$ cat src/rtl/beep_pattern_gen_pkg.sv
// Shared constants and types for the beep pattern generator.
// Holds the state encoding, the default 1 ms-tick phase lengths and a beep-count helper.
package beep_pattern_gen_pkg;

    typedef enum logic [1:0] {
        ST_IDLE = 2'd0,
        ST_ON   = 2'd1,
        ST_OFF  = 2'd2
    } beep_state_t;

    localparam int DEF_ON_TICKS  = 100;
    localparam int DEF_OFF_TICKS = 100;

    // A request for zero beeps still produces one beep.
    function automatic logic [2:0] norm_beep_num(input logic [2:0] num);
        logic [2:0] res;
        if (num == 3'd0) begin
            res = 3'd1;
        end else begin
            res = num;
        end
        return res;
    endfunction

endpackage

$ cat src/rtl/beep_pattern_gen_tick_timer.sv
// Loadable tick counter: counts ticks and flags the tick that ends a phase.
// The count returns to zero on clear, on reset and on the expiring tick itself.
module beep_tick_timer #(
    parameter int CNT_W = 8
) (
    input  logic             clk,
    input  logic             rst,
    input  logic             clr,
    input  logic             tick,
    input  logic [CNT_W-1:0] limit,
    output logic             expire
);

    logic [CNT_W-1:0] cnt_r;

    assign expire = tick && (cnt_r == (limit - {{(CNT_W-1){1'b0}}, 1'b1}));

    // Tick count within the current phase.
    always_ff @(posedge clk) begin
        if (rst) begin
            cnt_r <= {CNT_W{1'b0}};
        end else if (clr || expire) begin
            cnt_r <= {CNT_W{1'b0}};
        end else if (tick) begin
            cnt_r <= cnt_r + {{(CNT_W-1){1'b0}}, 1'b1};
        end else begin
            cnt_r <= cnt_r;
        end
    end

endmodule

$ cat src/rtl/beep_pattern_gen.sv
// Turns a one-clock trigger into 1-7 tick-timed beeps on a registered output.
// Cancel and reset both abort immediately without a completion pulse.
module beep_pattern_gen
    import beep_pattern_gen_pkg::*;
#(
    parameter int ON_TICKS  = DEF_ON_TICKS,
    parameter int OFF_TICKS = DEF_OFF_TICKS,
    parameter int CNT_W     = 8
) (
    input  logic       clk,
    input  logic       rst,
    input  logic       tick,
    input  logic       trigPulse,
    input  logic [2:0] beepNum,
    input  logic       cancel,
    output logic       beepOut,
    output logic       busy,
    output logic       donePulse
);

    localparam logic [CNT_W-1:0] ON_LIM  = CNT_W'(ON_TICKS);
    localparam logic [CNT_W-1:0] OFF_LIM = CNT_W'(OFF_TICKS);

    beep_state_t      state_r;
    logic [2:0]       rem_r;
    logic             beep_r;
    logic             busy_r;
    logic             done_r;
    logic             clr_s;
    logic             expire_s;
    logic [CNT_W-1:0] limit_s;

    // Idle holds the counter at zero so every pattern starts from a fresh count.
    assign clr_s   = cancel || (state_r == ST_IDLE);
    assign limit_s = (state_r == ST_ON) ? ON_LIM : OFF_LIM;

    beep_tick_timer #(
        .CNT_W(CNT_W)
    ) u_timer (
        .clk   (clk),
        .rst   (rst),
        .clr   (clr_s),
        .tick  (tick),
        .limit (limit_s),
        .expire(expire_s)
    );

    // Pattern FSM with registered outputs that follow the next state.
    always_ff @(posedge clk) begin
        if (rst) begin
            state_r <= ST_IDLE;
            rem_r   <= 3'd0;
            beep_r  <= 1'b0;
            busy_r  <= 1'b0;
            done_r  <= 1'b0;
        end else begin
            done_r <= 1'b0;
            case (state_r)
                ST_IDLE: begin
                    if (trigPulse && !cancel) begin
                        state_r <= ST_ON;
                        rem_r   <= norm_beep_num(beepNum);
                        beep_r  <= 1'b1;
                        busy_r  <= 1'b1;
                    end else begin
                        state_r <= ST_IDLE;
                        rem_r   <= 3'd0;
                        beep_r  <= 1'b0;
                        busy_r  <= 1'b0;
                    end
                end
                ST_ON: begin
                    if (cancel) begin
                        state_r <= ST_IDLE;
                        rem_r   <= 3'd0;
                        beep_r  <= 1'b0;
                        busy_r  <= 1'b0;
                    end else if (expire_s) begin
                        beep_r <= 1'b0;
                        if (rem_r == 3'd1) begin
                            state_r <= ST_IDLE;
                            rem_r   <= 3'd0;
                            busy_r  <= 1'b0;
                            done_r  <= 1'b1;
                        end else begin
                            state_r <= ST_OFF;
                            rem_r   <= rem_r - 3'd1;
                            busy_r  <= 1'b1;
                        end
                    end else begin
                        state_r <= ST_ON;
                        beep_r  <= 1'b1;
                        busy_r  <= 1'b1;
                    end
                end
                ST_OFF: begin
                    if (cancel) begin
                        state_r <= ST_IDLE;
                        rem_r   <= 3'd0;
                        beep_r  <= 1'b0;
                        busy_r  <= 1'b0;
                    end else if (expire_s) begin
                        state_r <= ST_ON;
                        beep_r  <= 1'b1;
                        busy_r  <= 1'b1;
                    end else begin
                        state_r <= ST_OFF;
                        beep_r  <= 1'b0;
                        busy_r  <= 1'b1;
                    end
                end
                default: begin
                    state_r <= ST_IDLE;
                    rem_r   <= 3'd0;
                    beep_r  <= 1'b0;
                    busy_r  <= 1'b0;
                end
            endcase
        end
    end

    assign beepOut   = beep_r;
    assign busy      = busy_r;
    assign donePulse = done_r;

endmodule

$ cat config.mk
export PLATFORM = sky130hd
export DESIGN_NAME = beep_pattern_gen
export DESIGN_NICKNAME = d
export VERILOG_FILES = /design/src/rtl/beep_pattern_gen_pkg.sv /design/src/rtl/beep_pattern_gen_tick_timer.sv /design/src/rtl/beep_pattern_gen.sv
export SDC_FILE = /design/constraint.sdc
export NUM_CORES = 1
export LEC_CHECK = 0
export BUFFER_PORTS_ARGS = -buffer_cell sky130_fd_sc_hd__buf_4
export CAP_MARGIN = 30
export CORE_MARGIN = 1
export CORE_UTILIZATION = 54
export DETAILED_ROUTE_END_ITERATION = 12
export GPL_TIMING_DRIVEN = 0
export PLACE_DENSITY = 0.76
export SYNTH_ARGS = -nofsm -noshare
export SYNTH_HDL_FRONTEND = slang
export SYNTH_SLANG_ARGS = --single-unit
export TNS_END_PERCENT = 20
$ cat constraint.sdc
create_clock -name clk -period 3.45 [get_ports clk]
set_input_delay 0.1725 -clock clk [delete_from_list [all_inputs] [get_ports clk]]
set_output_delay 0.1725 -clock clk [all_outputs]
set_load 0.02 [all_outputs]
==> metrics, run 1 <==
Fmax=0.483 GHz; Yosys warning total=0; Slew Limit Fails=0; Row Count=13; EDFF count, synth=0; antenna cells=0; Tcrit/Tclk final=60.0%; largest net degree at the start of global routing=10; Hold Crit Start=cancel; CTS root buffer=clkbuf_4; critical path type=reg -> reg; CP cell instances=or4_1 > or3_1 > buf_6 > a21o_1 > mux2_4; vias in the first global route=466; Reg2Reg Setup Slack=1380 ps; # resized after CTS=0; Ports=11; Area Overhead vs Synth=13.7%; syn avg cell area=8.95 um^2; Post-Syn Instances=86; Cell Area, Placed=848 um^2; post-DR wirelength/cell=12.7 um; DRC=0; crit path from=u_timer.cnt_r[2]; slowest stage cell, crit path=or4_1; via count=635; vias per cell=5.62; peak supply drop=0.000257 V; final setup vio count=0; port buffer count=8; First-pass DRT Iterations=4; Initial Utilization=58.4%; post-synth cell types=31; unrepaired setup endpoints after global routing=false; number of clock sinks=15; Hold Crit Class=in -> reg; Setup Skew=0.868 ps; HPWL after DPL=1010 um; synth top area cells=dfxtp_1 39%, nor2_1 7.3%, ha_1 4.9%; outcome=finished, final reports clean; Hold-fix buffers, CTS=0; Clock Path Buffers=2; layout cells sized above 1=17.3%; H-tree depth=1; CTS buffer count=3; Worst-Margin Slew=704 ps; final hold vios=0; dominant cell type by area after synthesis=dfxtp_1; Worst Setup Start Kind=flip-flop; Final Power=0.310 mW; Yosys reg bits=15; GRT Overall Usage=20.0%; die span in y=39.8 um; Die X=39.8 um; total leakage power=0.343 nW; grt ovf=0; FFs w/ async S/R, synth=0%; Largest stage delay, worst path=530 ps; first-pass GRT wire length=1990 um; Power per Cell Area=355 nW/um^2; GP Congestion=0.764; ys flop type=dfxtp_1; initial antenna violation count=0; Max Cap Viol=0; RR Startpoint=u_timer.cnt_r[2]; post-synth top area share=39.0%; clk_lat worst skew=280 ps; CTS tree=done; critical path endpoint category=flip-flop; setup TNS=0 ps; Detail Route Antenna Nets=0; 1st-iter DRT viols=15; nets=110; most frequent cells in the layout=15 x nor2_1, 15 x dfxtp_1, 9 x buf_4; mapped cell area=769 um^2; Placeable Area=1320 um^2; Critical Path AT=2250 ps; Worst slew margin=52.4%; Die Footprint=1580 um^2; min Tclk post-route=2070 ps; sequential share of the synthesized area=39.0%; Final Cell Area=875 um^2; Crit path required time=3630 ps; worst-path fanout max=7; setup bufs post-CTS=0; final WL=1430 um; clk slew on worst S/H paths=80 ps; post-synthesis net count=97
==> routing by layer <==
layer	global-route usage, %	up-vias	share of wire [%]
met5	0	-	0
met4	15.5	0	2.7
met3	5.11	4	4.5
met2	23.8	14	42
met1	29.1	293	51
li1	-	324	-
==> cell usage after synthesis, drive strengths merged (3+ instances only) <==
cell	n
dfxtp	15
xnor2	4
ha	3
nand2b	3
a21oi	3
inv	3
nand2	7
nor2	15
nand4	3
xor2	3
==> logic make-up (layout without fill, tap and decap cells) <==
group | Yosys count | after routing | synth area share, %
flip-flops | 15 | 15 | 39.0
XOR/XNOR | 7 | 7 | 7.97
adder cells (fa/ha/maj) | 3 | 3 | 4.88
multiplexers | 4 | 4 | 6.50
AO/OA/AOI/OAI | 12 | 12 | 10.7
buffers and inverters | 6 | 18 | 4.55
AND/OR/NAND/NOR | 39 | 39 | 26.3
==> critical path: cells and delay by family, from the launching register on <==
kind / cells / cell delay [ps]
muxes: 1 / 310
buffers and inverters: 1 / 140
and+or+nand+nor: 2 / 920
AOI/OAI and AO/OA: 1 / 220
DFF: 1 / 360
==> per-stage QoR <==
step / hold slack (ps) / worst slack (ps) / utilization, % / std cells
finish: 76.7 / 1380 / 66.4 / 113
global route: 70.5 / 1330 / 66.4 / 113
CTS: 71.7 / 1390 / 66.4 / 113
detailed placement: 376 / 1400 / 64.4 / 109
global placement: 376 / 1420 / 64.4 / 109
floorplan: 242 / 1510 / - / 86
==> sequential cells by signal, indices dropped and copies added, names as in the netlist <==
register	count
busy	1
donePulse	1
rem_r	3
u_timer.cnt_r	8
state_r	2
==> report_power, final <==
group	total (mW)	switching (mW)	internal [mW]
logic	0.0333	0.0170	0.0163
registers	0.179	0.00237	0.176
clock network	0.0985	0.0536	0.0449
total	0.310	0.0729	0.237
==> path summary, 6_finish.rpt <==
check / end / depth (start not counted)
min: state_r[0] / 2
min reg2reg: rem_r[2] / 2
max: rem_r[0] / 5
max reg2reg: rem_r[0] / 5
==> area by class of cell <==
class | count | area [um^2]
fill | 123 | 443
multi-input combinational | 65 | 434
sequential | 15 | 300
timing repair buffer | 8 | 60.1
clock buffer | 4 | 26.3
buffer | 3 | 23.8
tap | 15 | 18.8
inverter | 3 | 11.3
Note: power is estimated with default switching activity, not from simulation.
==> inputs of run 2 (changes only) <==
--- a/config.mk
+++ b/config.mk
@@ -8,10 +8,10 @@
 export BUFFER_PORTS_ARGS = -buffer_cell sky130_fd_sc_hd__buf_4
 export CAP_MARGIN = 30
 export CORE_MARGIN = 1
-export CORE_UTILIZATION = 54
+export CORE_UTILIZATION = 48
 export DETAILED_ROUTE_END_ITERATION = 12
 export GPL_TIMING_DRIVEN = 0
-export PLACE_DENSITY = 0.76
+export PLACE_DENSITY = 0.71
 export SYNTH_ARGS = -nofsm -noshare
 export SYNTH_HDL_FRONTEND = slang
 export SYNTH_SLANG_ARGS = --single-unit
==> constraint.sdc (replaced) <==
create_clock -name clk -period 1.9 [get_ports clk]
set_input_delay 0.095 -clock clk [delete_from_list [all_inputs] [get_ports clk]]
set_output_delay 0.095 -clock clk [all_outputs]
set_load 0.02 [all_outputs]
==> run 2 against run 1 <==
  * The flow now finishes with violations (negative setup slack)
  * Critical path depth stayed put
  * Flip-flop and latch count stayed put
  * Final area is 7.2% higher
  * Combinational power is 92% higher
  * Worst setup slack worse by 1400 ps
  * Register-to-register slack worse by 1400 ps
  * Total power is 86% higher
  * Clock power is 94% higher
  * Critical path type unchanged
  * Largest cell class unchanged
==> metrics, run 2 (synthesis results as in run 1) <==
outcome=complete, but fails checks (was finished, final reports clean); violated checks=negative setup slack; via count=641 (was 635); GRT Overall Usage=18.1% (was 20.0%); Placeable Area=1510 um^2 (was 1320 um^2); Critical Path AT=2130 ps (was 2250 ps); vias per cell=5.39 (was 5.62); Setup Skew=5.89 ps (was 0.868 ps); Worst Setup Start Kind=flip-flop (unchanged); unrepaired setup endpoints after global routing=true (was false); Reg2Reg Capture Point=busy (was rem_r[0]); first-pass GRT wire length=2420 um (was 1990 um); total leakage power=0.367 nW (was 0.343 nW); Power per Cell Area=617 nW/um^2 (was 355 nW/um^2); die span in y=42.0 um (was 39.8 um); Initial Utilization=51.1% (was 58.4%); HPWL after DPL=969 um (was 1010 um); nets=115 (was 110); DRC=0 (unchanged); First-pass DRT Iterations=4 (unchanged); critical path endpoint category=flip-flop (unchanged); Die X=42.0 um (was 39.8 um); clk_lat worst skew=290 ps (was 280 ps); Detail Route Antenna Nets=0 (unchanged); Worst-Margin Slew=727 ps (was 704 ps); Hold Crit Start=tick (was cancel); vias in the first global route=577 (was 466); largest net degree at the start of global routing=11 (was 10); final WL=1500 um (was 1430 um); Regs by FF count=u_timer.cnt_r (8), rem_r (3), state_r (2) (unchanged); final setup vio count=2 (was 0); dpl ws=-47.3 ps (was 1400 ps); Row Count=14 (was 13); CTS buffer count=3 (unchanged); RR Startpoint=u_timer.cnt_r[2] (unchanged); worst-path fanout max=7 (unchanged); max reg flops=8 (unchanged); commonest non-fill, non-tap cell in the layout=nor2_1; Reg2Reg Depth=5 (unchanged); min Tclk post-route=1940 ps (was 2070 ps); initial antenna violation count=0 (unchanged); Slew Limit Fails=0 (unchanged); Area Overhead vs Synth=21.8% (was 13.7%); Reg2Reg Setup Slack=-40 ps (was 1380 ps); Die Footprint=1770 um^2 (was 1580 um^2); layout cells sized above 1=25.2% (was 17.3%); WHS Endpoint=u_timer.cnt_r[0] (was state_r[0]); peak supply drop=0.000531 V (was 0.000257 V); clk slew on worst S/H paths=100 ps (was 80 ps); Crit path required time=2090 ps (was 3630 ps); Worst slew margin=50.9% (was 52.4%); Tcrit/Tclk final=102% (was 60.0%); Biggest register=u_timer.cnt_r (unchanged); post-DR wirelength/cell=12.6 um (was 12.7 um); hold_ws=86.0 ps (was 76.7 ps); final hold vios=0 (unchanged); 1st-iter DRT viols=8 (was 15); antenna cells=0 (unchanged); final setup margin=-35.6 ps (was 1380 ps); Hold Crit Class=in -> reg (unchanged); H-tree depth=1 (unchanged); setup TNS=-64.4 ps (was 0 ps); GP Congestion=0.766 (was 0.764); Ports=11 (unchanged); CTS root buffer=clkbuf_4 (unchanged); port buffer count=8 (unchanged); critical path type=reg -> reg (unchanged); Fmax=0.517 GHz (was 0.483 GHz); fill count=129 (was 123); most frequent cells in the layout=15 x nor2_1, 13 x buf_4, 13 x dfxtp_1 (was 15 x nor2_1, 15 x dfxtp_1, 9 x buf_4); Max Cap Viol=0 (unchanged); Clock Path Buffers=2 (unchanged); number of clock sinks=15 (unchanged); hold path cells=3 (was 2); grt ovf=0 (unchanged); CTS tree=done (unchanged)
-- run 2: changes by cell type in the layout (fill, tap and decap cells not counted), sizes merged --
cell,delta
clkbuf,-1
dlygate4sd3,+1
clkinvlp,+1
buf,+4
-- run 2: final cells by class --
class	count	area, um^2	share of cell area (%)
plain buffers	3	23.8	2.54
clock buffers	3	22.5	2.40
clock inverters	1	7.51	0.801
inverters	3	11.3	1.20
multi-input cells	65	447	47.7
flip-flops and latches	15	305	32.6
well taps	16	20.0	2.14
repair buffers	13	100	10.7
-- run 2: worst max-delay path: stages (launching register included) --
cell	delay [ps]
dfxtp_4	350
or4_1	490
or3_1	330
buf_6	150
a21o_4	220
o31a_1	290
-- run 2: where the power goes --
| group | leakage, nW | internal (mW) | switching (mW) |
|---|---|---|---|
| clock network | 0.0139 | 0.0803 | 0.111 |
| registers | 0.123 | 0.319 | 0.00431 |
| logic | 0.230 | 0.0326 | 0.0312 |
-- run 2: metal layers --
| layer | vias up | routed length, um | track usage (%) |
|---|---|---|---|
| li1 | 335 | - | - |
| met1 | 281 | 738 | 24.1 |
| met2 | 19 | 629 | 26.6 |
| met3 | 6 | 83 | 7.76 |
| met4 | 0 | 42 | 5.63 |
| met5 | - | 0 | 0 |
-- run 2: metrics by stage --
| stage | cells | area, um^2 | util [%] | power [mW] |
|---|---|---|---|---|
| floorplan | 86 | 769 | - | 0.369 |
| global placement | 110 | 850 | 56.4 | 0.390 |
| detailed placement | 110 | 850 | 56.4 | 0.391 |
| CTS | 117 | 917 | 60.9 | 0.582 |
| global route | 119 | 937 | 62.2 | 0.602 |
| finish | 119 | 937 | 62.2 | 0.578 |
-- run 2: worst max path at each step --
stage                                start  endpoint  slack, ps  cells past startpoint
after detailed placement  u_timer.cnt_r[2]      busy        -50                      5
after CTS                 u_timer.cnt_r[2]      busy        -20                      5
after global routing      u_timer.cnt_r[2]      busy        -80                      5
after floorplan           u_timer.cnt_r[2]  rem_r[0]         30                      5
final                     u_timer.cnt_r[2]      busy        -40                      5
after global placement    u_timer.cnt_r[2]      busy        -60                      5
-- run 2: repair_timing --
item | in CTS | in global routing
hold buffers | 1 | 0
resized for setup | 4 | 1
endpoints found under the hold margin | 1 | 0
cloned | 0 | 0
setup buffers | 2 | 2
setup endpoints to repair | 3 | 12
